**src/rtl/cv32e40p_pkg.sv**
```systemverilog
// Shared types and defaults for the APU writeback queue.
package cv32e40p_pkg;

  localparam int APU_WB_QUEUE_DEPTH = 4;
  localparam int APU_WB_ADDR_WIDTH  = 6;
  localparam int APU_WB_DATA_WIDTH  = 32;

  typedef struct packed {
    logic [APU_WB_ADDR_WIDTH-1:0] waddr;
    logic [APU_WB_DATA_WIDTH-1:0] wdata;
  } apu_wb_entry_t;

endpackage

```
**src/rtl/cv32e40p_apu_wb_fifo.sv**
```systemverilog
// Generic in-order FIFO with per-slot valid bits and the full entry array
// exposed so the owner can search pending entries.
module cv32e40p_apu_wb_fifo #(
  parameter int DEPTH = 4,
  parameter int WIDTH = 38
) (
  input  logic                        clk,
  input  logic                        rst_n,
  input  logic                        push,
  input  logic                        pop,
  input  logic [WIDTH-1:0]            wdata,
  output logic [WIDTH-1:0]            head,
  output logic                        full,
  output logic                        empty,
  output logic [$clog2(DEPTH):0]      count,
  output logic [DEPTH-1:0][WIDTH-1:0] entries,
  output logic [DEPTH-1:0]            valid
);

  localparam int PTR_W = $clog2(DEPTH);
  localparam logic [PTR_W:0] FULL_COUNT = (PTR_W+1)'(DEPTH);

  logic [PTR_W-1:0]            wr_ptr;
  logic [PTR_W-1:0]            rd_ptr;
  logic [DEPTH-1:0][WIDTH-1:0] mem;
  logic                        do_push;
  logic                        do_pop;

  assign full    = (count == FULL_COUNT);
  assign empty   = (count == '0);
  assign do_pop  = pop & ~empty;
  assign do_push = push & (~full | do_pop);
  assign head    = mem[rd_ptr];
  assign entries = mem;

  // A push into the slot freed by a same-cycle pop must leave it valid.
  always_ff @(posedge clk or negedge rst_n) begin
    if (!rst_n) begin
      wr_ptr <= '0;
      rd_ptr <= '0;
      count  <= '0;
      valid  <= '0;
    end else begin
      if (do_pop) begin
        rd_ptr        <= rd_ptr + 1'b1;
        valid[rd_ptr] <= 1'b0;
      end
      if (do_push) begin
        wr_ptr        <= wr_ptr + 1'b1;
        valid[wr_ptr] <= 1'b1;
      end
      case ({do_push, do_pop})
        2'b10:   count <= count + 1'b1;
        2'b01:   count <= count - 1'b1;
        default: count <= count;
      endcase
    end
  end

  always_ff @(posedge clk) begin
    if (do_push) begin
      mem[wr_ptr] <= wdata;
    end
  end

endmodule

```
**src/rtl/cv32e40p_apu_wb_queue.sv**
```systemverilog
// APU result writeback queue sharing the regfile port with LSU loads.
// Define CV32E40P_APU_WB_BYPASS_EN for the zero-latency write-through path.
module cv32e40p_apu_wb_queue
  import cv32e40p_pkg::*;
#(
  parameter int DEPTH      = APU_WB_QUEUE_DEPTH,
  parameter int ADDR_WIDTH = APU_WB_ADDR_WIDTH,
  parameter int DATA_WIDTH = APU_WB_DATA_WIDTH
) (
  input  logic                    clk,
  input  logic                    rst_n,
  input  logic                    apu_rvalid_i,
  input  logic                    apu_wb_en_i,
  input  logic [ADDR_WIDTH-1:0]   apu_waddr_i,
  input  logic [DATA_WIDTH-1:0]   apu_result_i,
  input  logic                    lsu_we_i,
  input  logic [3*ADDR_WIDTH-1:0] rd_addr_i,
  output logic [2:0]              rd_hit_o,
  output logic                    rf_we_o,
  output logic [ADDR_WIDTH-1:0]   rf_waddr_o,
  output logic [DATA_WIDTH-1:0]   rf_wdata_o,
  output logic                    stall_o,
  output logic                    empty_o,
  output logic                    overflow_o
);

  localparam int ENTRY_W = ADDR_WIDTH + DATA_WIDTH;
  localparam int CNT_W   = $clog2(DEPTH) + 1;

  typedef struct packed {
    logic [ADDR_WIDTH-1:0] waddr;
    logic [DATA_WIDTH-1:0] wdata;
  } entry_t;

  entry_t               push_entry;
  entry_t               fifo_head;
  entry_t [DEPTH-1:0]   fifo_entries;
  logic   [DEPTH-1:0]   fifo_valid;
  logic   [CNT_W-1:0]   fifo_count;
  logic                 fifo_full;
  logic                 fifo_empty;
  logic                 accept;
  logic                 drain;
  logic                 bypass;
  logic                 push;

  assign accept = apu_rvalid_i & apu_wb_en_i;
  assign drain  = ~lsu_we_i & ~fifo_empty;

`ifdef CV32E40P_APU_WB_BYPASS_EN
  assign bypass = accept & fifo_empty & ~lsu_we_i;
`else
  assign bypass = 1'b0;
`endif

  assign push       = accept & ~bypass;
  assign push_entry = '{waddr: apu_waddr_i, wdata: apu_result_i};

  cv32e40p_apu_wb_fifo #(
    .DEPTH (DEPTH),
    .WIDTH (ENTRY_W)
  ) u_fifo (
    .clk     (clk),
    .rst_n   (rst_n),
    .push    (push),
    .pop     (drain),
    .wdata   (push_entry),
    .head    (fifo_head),
    .full    (fifo_full),
    .empty   (fifo_empty),
    .count   (fifo_count),
    .entries (fifo_entries),
    .valid   (fifo_valid)
  );

  // The queue head always has priority over a new result so order is kept.
  always_comb begin
    rf_we_o    = drain | bypass;
    rf_waddr_o = '0;
    rf_wdata_o = '0;
    if (drain) begin
      rf_waddr_o = fifo_head.waddr;
      rf_wdata_o = fifo_head.wdata;
    end else if (bypass) begin
      rf_waddr_o = apu_waddr_i;
      rf_wdata_o = apu_result_i;
    end
  end

  always_comb begin
    rd_hit_o = '0;
    for (int k = 0; k < 3; k++) begin
      for (int i = 0; i < DEPTH; i++) begin
        if (fifo_valid[i] && (fifo_entries[i].waddr == rd_addr_i[k*ADDR_WIDTH +: ADDR_WIDTH])) begin
          rd_hit_o[k] = 1'b1;
        end
      end
    end
  end

  assign stall_o = (fifo_count >= CNT_W'(DEPTH - 1));
  assign empty_o = fifo_empty;

  // Full without a same-cycle drain means the result is lost.
  always_ff @(posedge clk or negedge rst_n) begin
    if (!rst_n) begin
      overflow_o <= 1'b0;
    end else if (accept && fifo_full && !drain) begin
      overflow_o <= 1'b1;
    end
  end

endmodule

```
**config.mk**
```make
export PLATFORM = sky130hd
export DESIGN_NAME = cv32e40p_apu_wb_queue
export DESIGN_NICKNAME = d
export VERILOG_FILES = /design/src/rtl/cv32e40p_pkg.sv /design/src/rtl/cv32e40p_apu_wb_fifo.sv /design/src/rtl/cv32e40p_apu_wb_queue.sv
export SDC_FILE = /design/constraint.sdc
export NUM_CORES = 1
export LEC_CHECK = 0
export BUFFER_PORTS_ARGS = -buffer_cell sky130_fd_sc_hd__buf_4
export CORE_ASPECT_RATIO = 0.8
export CORE_UTILIZATION = 36
export CTS_CLUSTER_DIAMETER = 80
export DETAILED_ROUTE_END_ITERATION = 8
export PLACE_DENSITY = 0.57
export SYNTH_ARGS = -nofsm -noshare
export SYNTH_HDL_FRONTEND = slang
export SYNTH_SLANG_ARGS = --single-unit
```
**constraint.sdc**
```tcl
create_clock -name clk -period 7.4 [get_ports clk]
set_clock_uncertainty 0.05 [all_clocks]
set_input_delay 1.48 -clock clk [delete_from_list [all_inputs] [get_ports clk]]
set_output_delay 1.48 -clock clk [all_outputs]
set_load 0.01 [all_outputs]
```
==> results of run 1 <==
[final cells by class]
type / count / area (sq um)
fillers: 1692 / 10400
flip-flops and latches: 164 / 4870
multi-input cells: 216 / 2230
repair buffers: 111 / 833
clock buffers: 17 / 425
well taps: 258 / 323
clock inverters: 13 / 174
inverters: 8 / 30.0
[flip-flops by register name, summed over array words and instances, names as in the netlist]
signal / flops
u_fifo.entries: 152
u_fifo.valid: 4
u_fifo.count: 3
u_fifo.rd_ptr: 2
u_fifo.wr_ptr: 2
overflow_o: 1
[power by group through the flow]
stage	combinational (W)	clock, W	sequential [W]
2_1_floorplan	0.000573	0	0.00121
3_3_place_gp	0.000827	0	0.00127
3_5_place_dp	0.000836	0	0.00128
4_1_cts	0.000841	0.000923	0.00126
5_1_grt	0.000901	0.000956	0.00127
6_report	0.000818	0.000894	0.00125
[cells in the mapped netlist]
| cell type | count |
|---|---|
| sky130_fd_sc_hd__xnor2_1 | 39 |
| sky130_fd_sc_hd__nor4_1 | 12 |
| sky130_fd_sc_hd__mux2i_1 | 1 |
| sky130_fd_sc_hd__o21ai_0 | 2 |
| sky130_fd_sc_hd__xor2_1 | 38 |
| sky130_fd_sc_hd__nor3_1 | 1 |
| sky130_fd_sc_hd__clkbuf_1 | 5 |
| sky130_fd_sc_hd__a21o_1 | 5 |
| sky130_fd_sc_hd__or4_1 | 3 |
| sky130_fd_sc_hd__ha_1 | 9 |
| sky130_fd_sc_hd__nand2_1 | 7 |
| sky130_fd_sc_hd__nand3_1 | 1 |
| sky130_fd_sc_hd__edfxtp_1 | 152 |
| sky130_fd_sc_hd__buf_2 | 10 |
| sky130_fd_sc_hd__clkbuf_2 | 4 |
| sky130_fd_sc_hd__and2_1 | 42 |
| sky130_fd_sc_hd__nor2_1 | 2 |
| sky130_fd_sc_hd__buf_6 | 2 |
| sky130_fd_sc_hd__fa_1 | 1 |
| sky130_fd_sc_hd__mux4_2 | 38 |
| sky130_fd_sc_hd__inv_1 | 8 |
| sky130_fd_sc_hd__a31oi_1 | 1 |
| sky130_fd_sc_hd__nor2_2 | 1 |
| sky130_fd_sc_hd__dfrtp_1 | 12 |
| sky130_fd_sc_hd__o21bai_1 | 1 |
| sky130_fd_sc_hd__nand4_1 | 12 |
[worst max path at each step]
stage / depth (start not counted) / endpoint / from / slack (ns)
floorplan: 5 / rd_hit_o[2] / rd_addr_i[14] / 3.44
global placement: 4 / rf_waddr_o[4] / lsu_we_i / 2.99
detailed placement: 4 / rf_wdata_o[2] / lsu_we_i / 2.91
CTS: 4 / rf_waddr_o[4] / lsu_we_i / 2.94
global route: 4 / rf_wdata_o[31] / lsu_we_i / 2.84
finish: 4 / rf_waddr_o[4] / lsu_we_i / 2.99
[critical path: cells and delay by family]
kind | cells | cell delay, ns
buffers and inverters | 2 | 0.26
AND/OR/NAND/NOR | 2 | 1.12
[stage by stage]
stage | total power, W | worst slack [ns]
2_1_floorplan | 0.00178 | 3.44
3_3_place_gp | 0.00210 | 2.99
3_5_place_dp | 0.00211 | 2.91
4_1_cts | 0.00302 | 2.94
5_1_grt | 0.00313 | 2.84
6_report | 0.00296 | 2.99
[metal layers]
layer / vias up / track usage, % / part of all wire [%]
met3: 18 / 4.58 / 4.8
met2: 100 / 25.7 / 47
met4: 0 / 6.39 / 1.7
met1: 1946 / 21.4 / 46
met5: - / 0 / 0
li1: 1775 / - / -
[kinds of logic after synthesis]
family	after synthesis	synth area share, %
AOI/OAI and AO/OA	9	0.849
xor gates and xnor gates	77	9.33
adders and majority gates	10	1.84
buffers and inverters	29	1.96
DFF	164	67.3
muxes	39	12.0
and+or+nand+nor	81	6.72
==> results, run 1 <==
- The flow ran to the end, and the final reports show no timing, DRC or antenna violations.
- Max-cap violations in this run came to 0.
- The DRC violation total after the first TritonRoute iteration is 178.
- Once the floorplan was initialized, standard cells occupied 37.4% of the core.
- In the layout the commonest cells are 152 x sky130_fd_sc_hd__edfxtp_1, 111 x sky130_fd_sc_hd__buf_4, 39 x sky130_fd_sc_hd__xnor2_1.
- For the pin with the worst max-slew slack, the measured transition is 1.11 ns.
- The number of antenna repair diodes is 0.
- The proportion of synthesized chip area in sequential cells is 67.3%.
- The vertical extent of the die is 129 microns.
- In this run the deepest clock path goes through 2 buffers.
- The routed design could run at a clock period as short as 4.41 ns.
- The instance count of the mapped netlist is 409.
- TritonCTS built the clock tree.
- The area of the core is 19,300 sq um.
- The total count of max-transition violations in the final report is 0.
- The internal portion of the total power is 0.00211 W.
- STA classifies the critical path endpoint as an output pin.
- The cell type of the slowest stage on the worst timing path is sky130_fd_sc_hd__nor2_4.
- The number of nets in the synthesized netlist is 480.
- The first global-routing pass estimated 24,200 microns of wire.
- The dominant cell type by count on the critical path is sky130_fd_sc_hd__buf_4.
- Once placement finished, the instance area stood at 8280 sq um.
- The total congestion overflow after global routing is 0.
- The final weighted congestion of routability-driven global placement is 0.841.
- In this run, post-CTS repair resized a total of 0 instances.
- The count of H-tree levels built during CTS is 4.
- The final count of hold timing violations was 0.
- The fraction of final layout cells with drive strength greater than 1 is 35.2%.
- The distinct cell type count after synthesis is 26.
- Setup violations remaining at the end of the flow were counted as 0.
- The via count of the first global-routing pass is 4,194.
- In this run the worst hold path is classified as reg -> reg.
- The mean instance size in the synthesized netlist is 17.7 sq um.
- The path with the worst hold slack has its endpoint at overflow_o$_DFFE_PN0P_.
- Setup repair after global routing left no endpoint under its margin.
- At the end of the flow, the number of nets in the layout was 589.
- The clock network accounts for 30.2% of the total power.
- The DRC violation count after routing is 0.
- The library cell occupying the most area in the post-synthesis netlist is sky130_fd_sc_hd__edfxtp_1.
- After clock tree synthesis, the clock-pin slew on the worst setup and hold paths is 0.06 ns.
- The leakage power is 3.18 nW.
- Summed over all nets, the half-perimeter wirelength after detailed placement is 10,000 microns.
- The fraction of the core area covered by cells at the end of the flow is 46.0%.
- The clock root buffer is sky130_fd_sc_hd__clkbuf_16.
- The sum of routed wire length over all layers is 15,500 microns.
- From synthesis to final layout, the design area changed by 22.9%.
- Per report_power, the combinational group accounts for 27.6% of the total.
- The floorplan step set the die width to 160 microns.
- The count of nets left with antenna violations once routing finished came out at 0.
- Dividing the detail-routed wire length by the instance count gives 19.7 microns.
- The first detailed-routing pass took 6 iterations.
- The number of cells on the worst reg-to-reg path is 8.
- After synthesis, the cell types taking the most area are sky130_fd_sc_hd__edfxtp_1 63%, sky130_fd_sc_hd__mux4_2 12%, sky130_fd_sc_hd__xnor2_1 4.7%.
- In the global route stage, overall resource usage came out at 16.3%.
- The total instance count after detailed placement is 757.
- The endpoint identified for the worst register-to-register timing path is u_fifo.count[2]$_DFFE_PN0P_.
- For this design the ratio of total power to cell area is 334 nW/um^2.
- The worst-path maximum fanout is 47.
- Once the clock tree was built, the setup fixing pass inserted 0 buffers.
- The final critical path takes up 59.6% of the cycle.
- The initial antenna violation count is 0.
- In this run the biggest area consumer among cell types represents 63.2% of the synthesized area.
- Across all layers, the routed design uses 3,839 vias.
- The worst path arrival time is 2.88 ns.
- The worst register-to-register path begins at u_fifo.count[2]$_DFFE_PN0P_.
- The final design instance area without fill is 8880 sq um.
- The floorplan has 45 rows.
- The number of stages on the worst hold path is 1.
- Traced cell by cell, the critical path runs through buf_4, nor2_4, and2_1, buf_4.
- STA puts the critical path data required time at 5.87 ns.
- In this run the most critical hold path is launched from overflow_o$_DFFE_PN0P_.
- Counting flops and latches in the post-synthesis netlist gives 164.
- Entering global routing, the biggest net connects 48 pins.
- The switching share of power is 28.7%.
- The total clock sinks is 164.
- The worst pin sits at a relative slew slack of 25.9%.
- Buffers inserted to repair hold after CTS numbered 0.
- The final worst hold slack is 0.436 ns.
- During synthesis, Yosys emitted a total of 0 warnings.
- The number of vias per cell after detailed routing is 4.88.
- Of the total power, registers draw 42.2%.
- STA classifies the critical path startpoint as a primary input.
- The number of port buffers is 105.
- The I/O pin count is 106.
- The accumulated negative setup slack is 0 ns.
- For this run, the number of standard cells in the final layout without fillers is 787.
- The switching power is 0.000851 W.
- In this run the register-to-register setup slack is 4.67 ns.
- The floorplan step defined a die boundary enclosing 20,600 sq um.
- The cell area that synthesis handed to floorplanning was 7230 sq um.
- The startpoint-to-endpoint class of the critical path is in -> out.
- Across the VDD grid, the largest voltage drop is 0.193 mV.
- Derived from the worst setup path, the maximum achievable clock frequency is 227 MHz.
- Leaving out fill and tap cells, the most frequent cell in the layout is sky130_fd_sc_hd__edfxtp_1.
- In this design, the stage delay of the slowest critical-path cell is 0.84 ns.
- At the later pin of the worst-skew pair, clock insertion delay measures 0.42 ns.
- The number of buffers added by the clock tree synthesis step is 17.
Note: power is estimated with default switching activity, not from simulation.
==> run 2, diff against run 1 <==
--- a/config.mk
+++ b/config.mk
@@ -5,12 +5,13 @@
 export SDC_FILE = /design/constraint.sdc
 export NUM_CORES = 1
 export LEC_CHECK = 0
+export ABC_AREA = 1
 export BUFFER_PORTS_ARGS = -buffer_cell sky130_fd_sc_hd__buf_4
 export CORE_ASPECT_RATIO = 0.8
 export CORE_UTILIZATION = 36
 export CTS_CLUSTER_DIAMETER = 80
 export DETAILED_ROUTE_END_ITERATION = 8
-export PLACE_DENSITY = 0.57
+export PLACE_DENSITY = 0.56
 export SYNTH_ARGS = -nofsm -noshare
 export SYNTH_HDL_FRONTEND = slang
 export SYNTH_SLANG_ARGS = --single-unit
==> constraint.sdc (replaced) <==
create_clock -name clk -period 4.47 [get_ports clk]
set_clock_uncertainty 0.05 [all_clocks]
set_input_delay 0.894 -clock clk [delete_from_list [all_inputs] [get_ports clk]]
set_output_delay 0.894 -clock clk [all_outputs]
set_load 0.01 [all_outputs]
==> run 2 against run 1 <==
Compared with the run above:
- largest cell class unchanged
- cell count grew 52%
- clock-buffer cell count is the same
- critical endpoint is now rf_wdata_o[8]
- the flow now finishes with violations (DRC)
- routed wire length grew 27%
- setup slack lost 1.8 ns
==> results, run 2 <==
- For this design, the CTS-stage hold fixing added 0 buffers.
- Among all flip-flop cells after synthesis, the most frequent one is sky130_fd_sc_hd__edfxtp_1.
- STA classifies the critical path endpoint as an output pin.
- The netlist area before placement is 7780 sq um.
- For this run, the total global-route usage over all layers was measured as 18.2%.
- The number of enable flip-flop cells after synthesis is 152.
- The accumulated negative setup slack is 0 ns.
- The die is 134 microns tall.
- The layer carrying the most global-route usage is met2.
- Entering global routing, the biggest net connects 79 pins.
- The maximum buffer depth of the clock tree is 2.
- The internal portion of the total power is 0.00332 W.
- The initial antenna violation count was 0.
- The clock root buffer is sky130_fd_sc_hd__clkbuf_16.
- The number of clock buffers added by TritonCTS is 17.
- The endpoint identified for the worst register-to-register timing path is u_fifo.count[2]$_DFFE_PN0P_.
- In the final design database the tool counted 982 nets.
- Wires add up to 19,700 microns.
- The iteration count of the initial detailed-routing pass is 7.
- The detailed-placement wirelength estimate is 12,800 microns.
- In this run the remaining antenna-violating nets after routing total 0.
- The clock network is responsible for 26.9% of the overall power.
- The combinational share of power is 35.5%.
- The routed layout has 5,759 vias.
- In this run the number of H-tree levels came out at 4.
- The CTS clock-pin slew for the worst setup and hold paths is 0.07 ns.
- The routed length per placed instance is 16.5 microns.
- The floorplan step set the die width to 166 microns.
- The register-to-register setup slack is 1.88 ns.
- In the final layout, flip-flops and latches occupy 4870 sq um.
- The final number of setup-violating endpoints is 0.
- Data arrives at the worst endpoint at 2.35 ns.
- The total congestion overflow after global routing is 0.
- The floorplan has 47 rows.
- The post-cts repair resize count is 0.
- For this run, the top clock speed supported by timing is 304 MHz.
- In the layout the commonest cells are 187 x sky130_fd_sc_hd__nor2_1, 166 x sky130_fd_sc_hd__nand2_1, 152 x sky130_fd_sc_hd__edfxtp_1.
- The average instance in the mapped netlist occupies 9.62 sq um.
- Counting tap cells, the placed design contains a total of 1,161 instances.
- By count the netlist is led by 191 x sky130_fd_sc_hd__nor2_1, 166 x sky130_fd_sc_hd__nand2_1, 152 x sky130_fd_sc_hd__edfxtp_1.
- The total area inside the core boundary comes to 20,900 sq um.
- By area the synthesized netlist is led by sky130_fd_sc_hd__edfxtp_1 59%, sky130_fd_sc_hd__nor2_1 9.2%, sky130_fd_sc_hd__nand2_1 8.0%.
- The largest total area in the synthesized netlist belongs to sky130_fd_sc_hd__edfxtp_1.
- After synthesis the netlist holds a flip-flop and latch count of 164.
- Summed over all cells, the static leakage comes to 3.83 nW.
- Summed over its instances, the top area cell type makes up 58.6% of the synthesized netlist area.
- The cell area reported after detailed placement is 8800 sq um.
- sky130_fd_sc_hd__nor2_1 is the most common cell in the netlist.
- The worst-case reg-to-reg path depth is 10.
- Compared with the post-synthesis result, the final layout area differs by 20.4%.
- The final reports fail on DRC.
- Cells with a size suffix above 1 make up 17.4% of the layout.
- The first global-routing pass estimated 30,500 microns of wire.
- The switching share of power is 36.2%.
- By startpoint and endpoint, the worst setup path is classified as reg -> out.
- TritonCTS built the clock tree.
- The number of post-CTS setup repair buffers is 0.
- Dividing the detail-routed via count by the number of cells gives 4.83.
- The number of nets in the synthesized netlist is 880.
- In this run the critical register-to-register path is launched from u_fifo.count[0]$_DFFE_PN0P_.
- After detailed routing, the number of remaining DRC violations is 5.
- The via count of the first global-routing pass came to 5,365.
- Global routing used 25.3% of the available met1 tracks.
- The final weighted congestion of routability-driven global placement is 0.913.
- The number of flip-flops in the largest register is 152.
- The I/O pin count is 106.
- The number of port buffers is 105.
- The number of warnings issued by yosys is 0.
- The total count of max-transition violations in the final report came to 0.
- The final count of hold timing violations was 0.
- Counting flops with an async set or reset pin after synthesis yields a share of 7.32%.
- For this design, the sink count on the clock tree is 164.
- The die covers 22,200 sq um.
- At the pin with the least slew margin, the transition time is 0.921 ns.
- The final design instance area without fill is 9370 sq um.
- Counting distinct cell types in the post-synthesis netlist gives 25.
- The worst setup path is launched from a flop.
- Clock latency on the worst-skew pair, taken at its later pin, is 0.41 ns.
- The switching power is 0.00188 W.
- 0 antenna diodes ended up in the layout.
- The most critical setup path has its startpoint at u_fifo.rd_ptr[1]$_DFFE_PN0P_.
- After layout, the minimum clock period comes to 3.29 ns.
- The tool flagged a number of max-cap violations equal to 0.
- The met3 track utilization from global routing is 4.25%.
- The DRC violation total after the first TritonRoute iteration is 467.
- For this configuration, the core starts out at a cell density of 37.2%.
- The instance count of the mapped netlist is 809.
- The multi-input combinational cells in the finished layout cover a total of 2500 sq um.
- Across the VDD grid, the largest voltage drop is 0.337 mV.
- In this run the worst path has a maximum fanout of 26.
- Dividing total power by cell area gives a power density of 555 nW/um^2.
- The met2 track demand over resource is 29.3%.
- The flow ran to the end, but the final reports show violations.
- The proportion of synthesized chip area in sequential cells is 62.5%.
- The filler cells instantiated in the layout total 2,028.
- The power share of the sequential group is 37.7%.
- Data on the critical path is required at its endpoint by 3.53 ns.
- The post-route fraction of the period consumed by the critical path is 73.7%.
- The library cell used most frequently in the layout, excluding fill and tap cells, is sky130_fd_sc_hd__nor2_1.
- In this run the tightest slew margin relative to its limit is 38.5%.
- The final non-filler cell total is 1,193.
- Setup repair after global routing left no endpoint under its margin.
- The path class of the tightest hold or removal check is in -> async.
- On the final layout, the worst hold slack is 0.255 ns.
-- run 2: logic make-up (layout without fill, tap and decap cells) --
| kind of cell | after synthesis | count (layout) | synth area share [%] |
|---|---|---|---|
| buf+inv | 95 | 210 | 5.72 |
| compound gates | 150 | 150 | 9.96 |
| simple gates | 377 | 377 | 18.7 |
| fa+ha+maj | 10 | 10 | 1.70 |
| flops | 164 | 164 | 62.5 |
| xor+xnor | 13 | 13 | 1.46 |
-- run 2: area by class of cell --
cell class	instances	area share [%]
sequential	164	51.9
clock buffer	17	4.54
timing repair buffer	114	9.13
clock inverter	15	1.54
inverter	64	2.56
multi-input combinational	550	26.7
tap	269	3.59
-- run 2: worst max-delay path, stage by stage, from the launching register on --
cell	delay [ns]
sky130_fd_sc_hd__dfrtp_1	0.37
sky130_fd_sc_hd__inv_1	0.54
sky130_fd_sc_hd__buf_4	0.45
sky130_fd_sc_hd__nor2_1	0.08
sky130_fd_sc_hd__o21ai_0	0.17
sky130_fd_sc_hd__a21oi_1	0.12
sky130_fd_sc_hd__buf_4	0.19
-- run 2: power by group through the flow --
stage / clock (W) / sequential, W / combinational [W]
after floorplan: 0 / 0.00198 / 0.00121
after global placement: 0 / 0.00199 / 0.00188
after detailed placement: 0 / 0.00199 / 0.00188
after CTS: 0.00142 / 0.00196 / 0.00188
after global routing: 0.00148 / 0.00198 / 0.00207
final: 0.00140 / 0.00196 / 0.00185
-- run 2: how the worst max path moves through the flow --
stage | to | slack, ns | depth (start not counted)
floorplan | u_fifo.entries[0]$_DFFE_PP_ | 1.20 | 3
global placement | u_fifo.count[2]$_DFFE_PN0P_ | 1.34 | 10
detailed placement | u_fifo.count[2]$_DFFE_PN0P_ | 1.29 | 10
CTS | rf_wdata_o[8] | 1.15 | 6
global route | rf_wdata_o[3] | 1.04 | 5
finish | rf_wdata_o[8] | 1.18 | 6
-- run 2: per-layer routing --
layer | share of wire, % | up-vias
met1 | 47 | 2711
met2 | 47 | 159
met3 | 5.6 | 9
met5 | 0 | -
met4 | 0.53 | 0
li1 | - | 2880
-- run 2: per-stage QoR --
stage	worst slack [ns]	power, W	utilization [%]
after floorplan	1.20	0.00320	-
after global placement	1.34	0.00387	42.1
after detailed placement	1.29	0.00387	42.1
after CTS	1.15	0.00526	44.8
after global routing	1.04	0.00553	44.8
final	1.18	0.00520	44.8
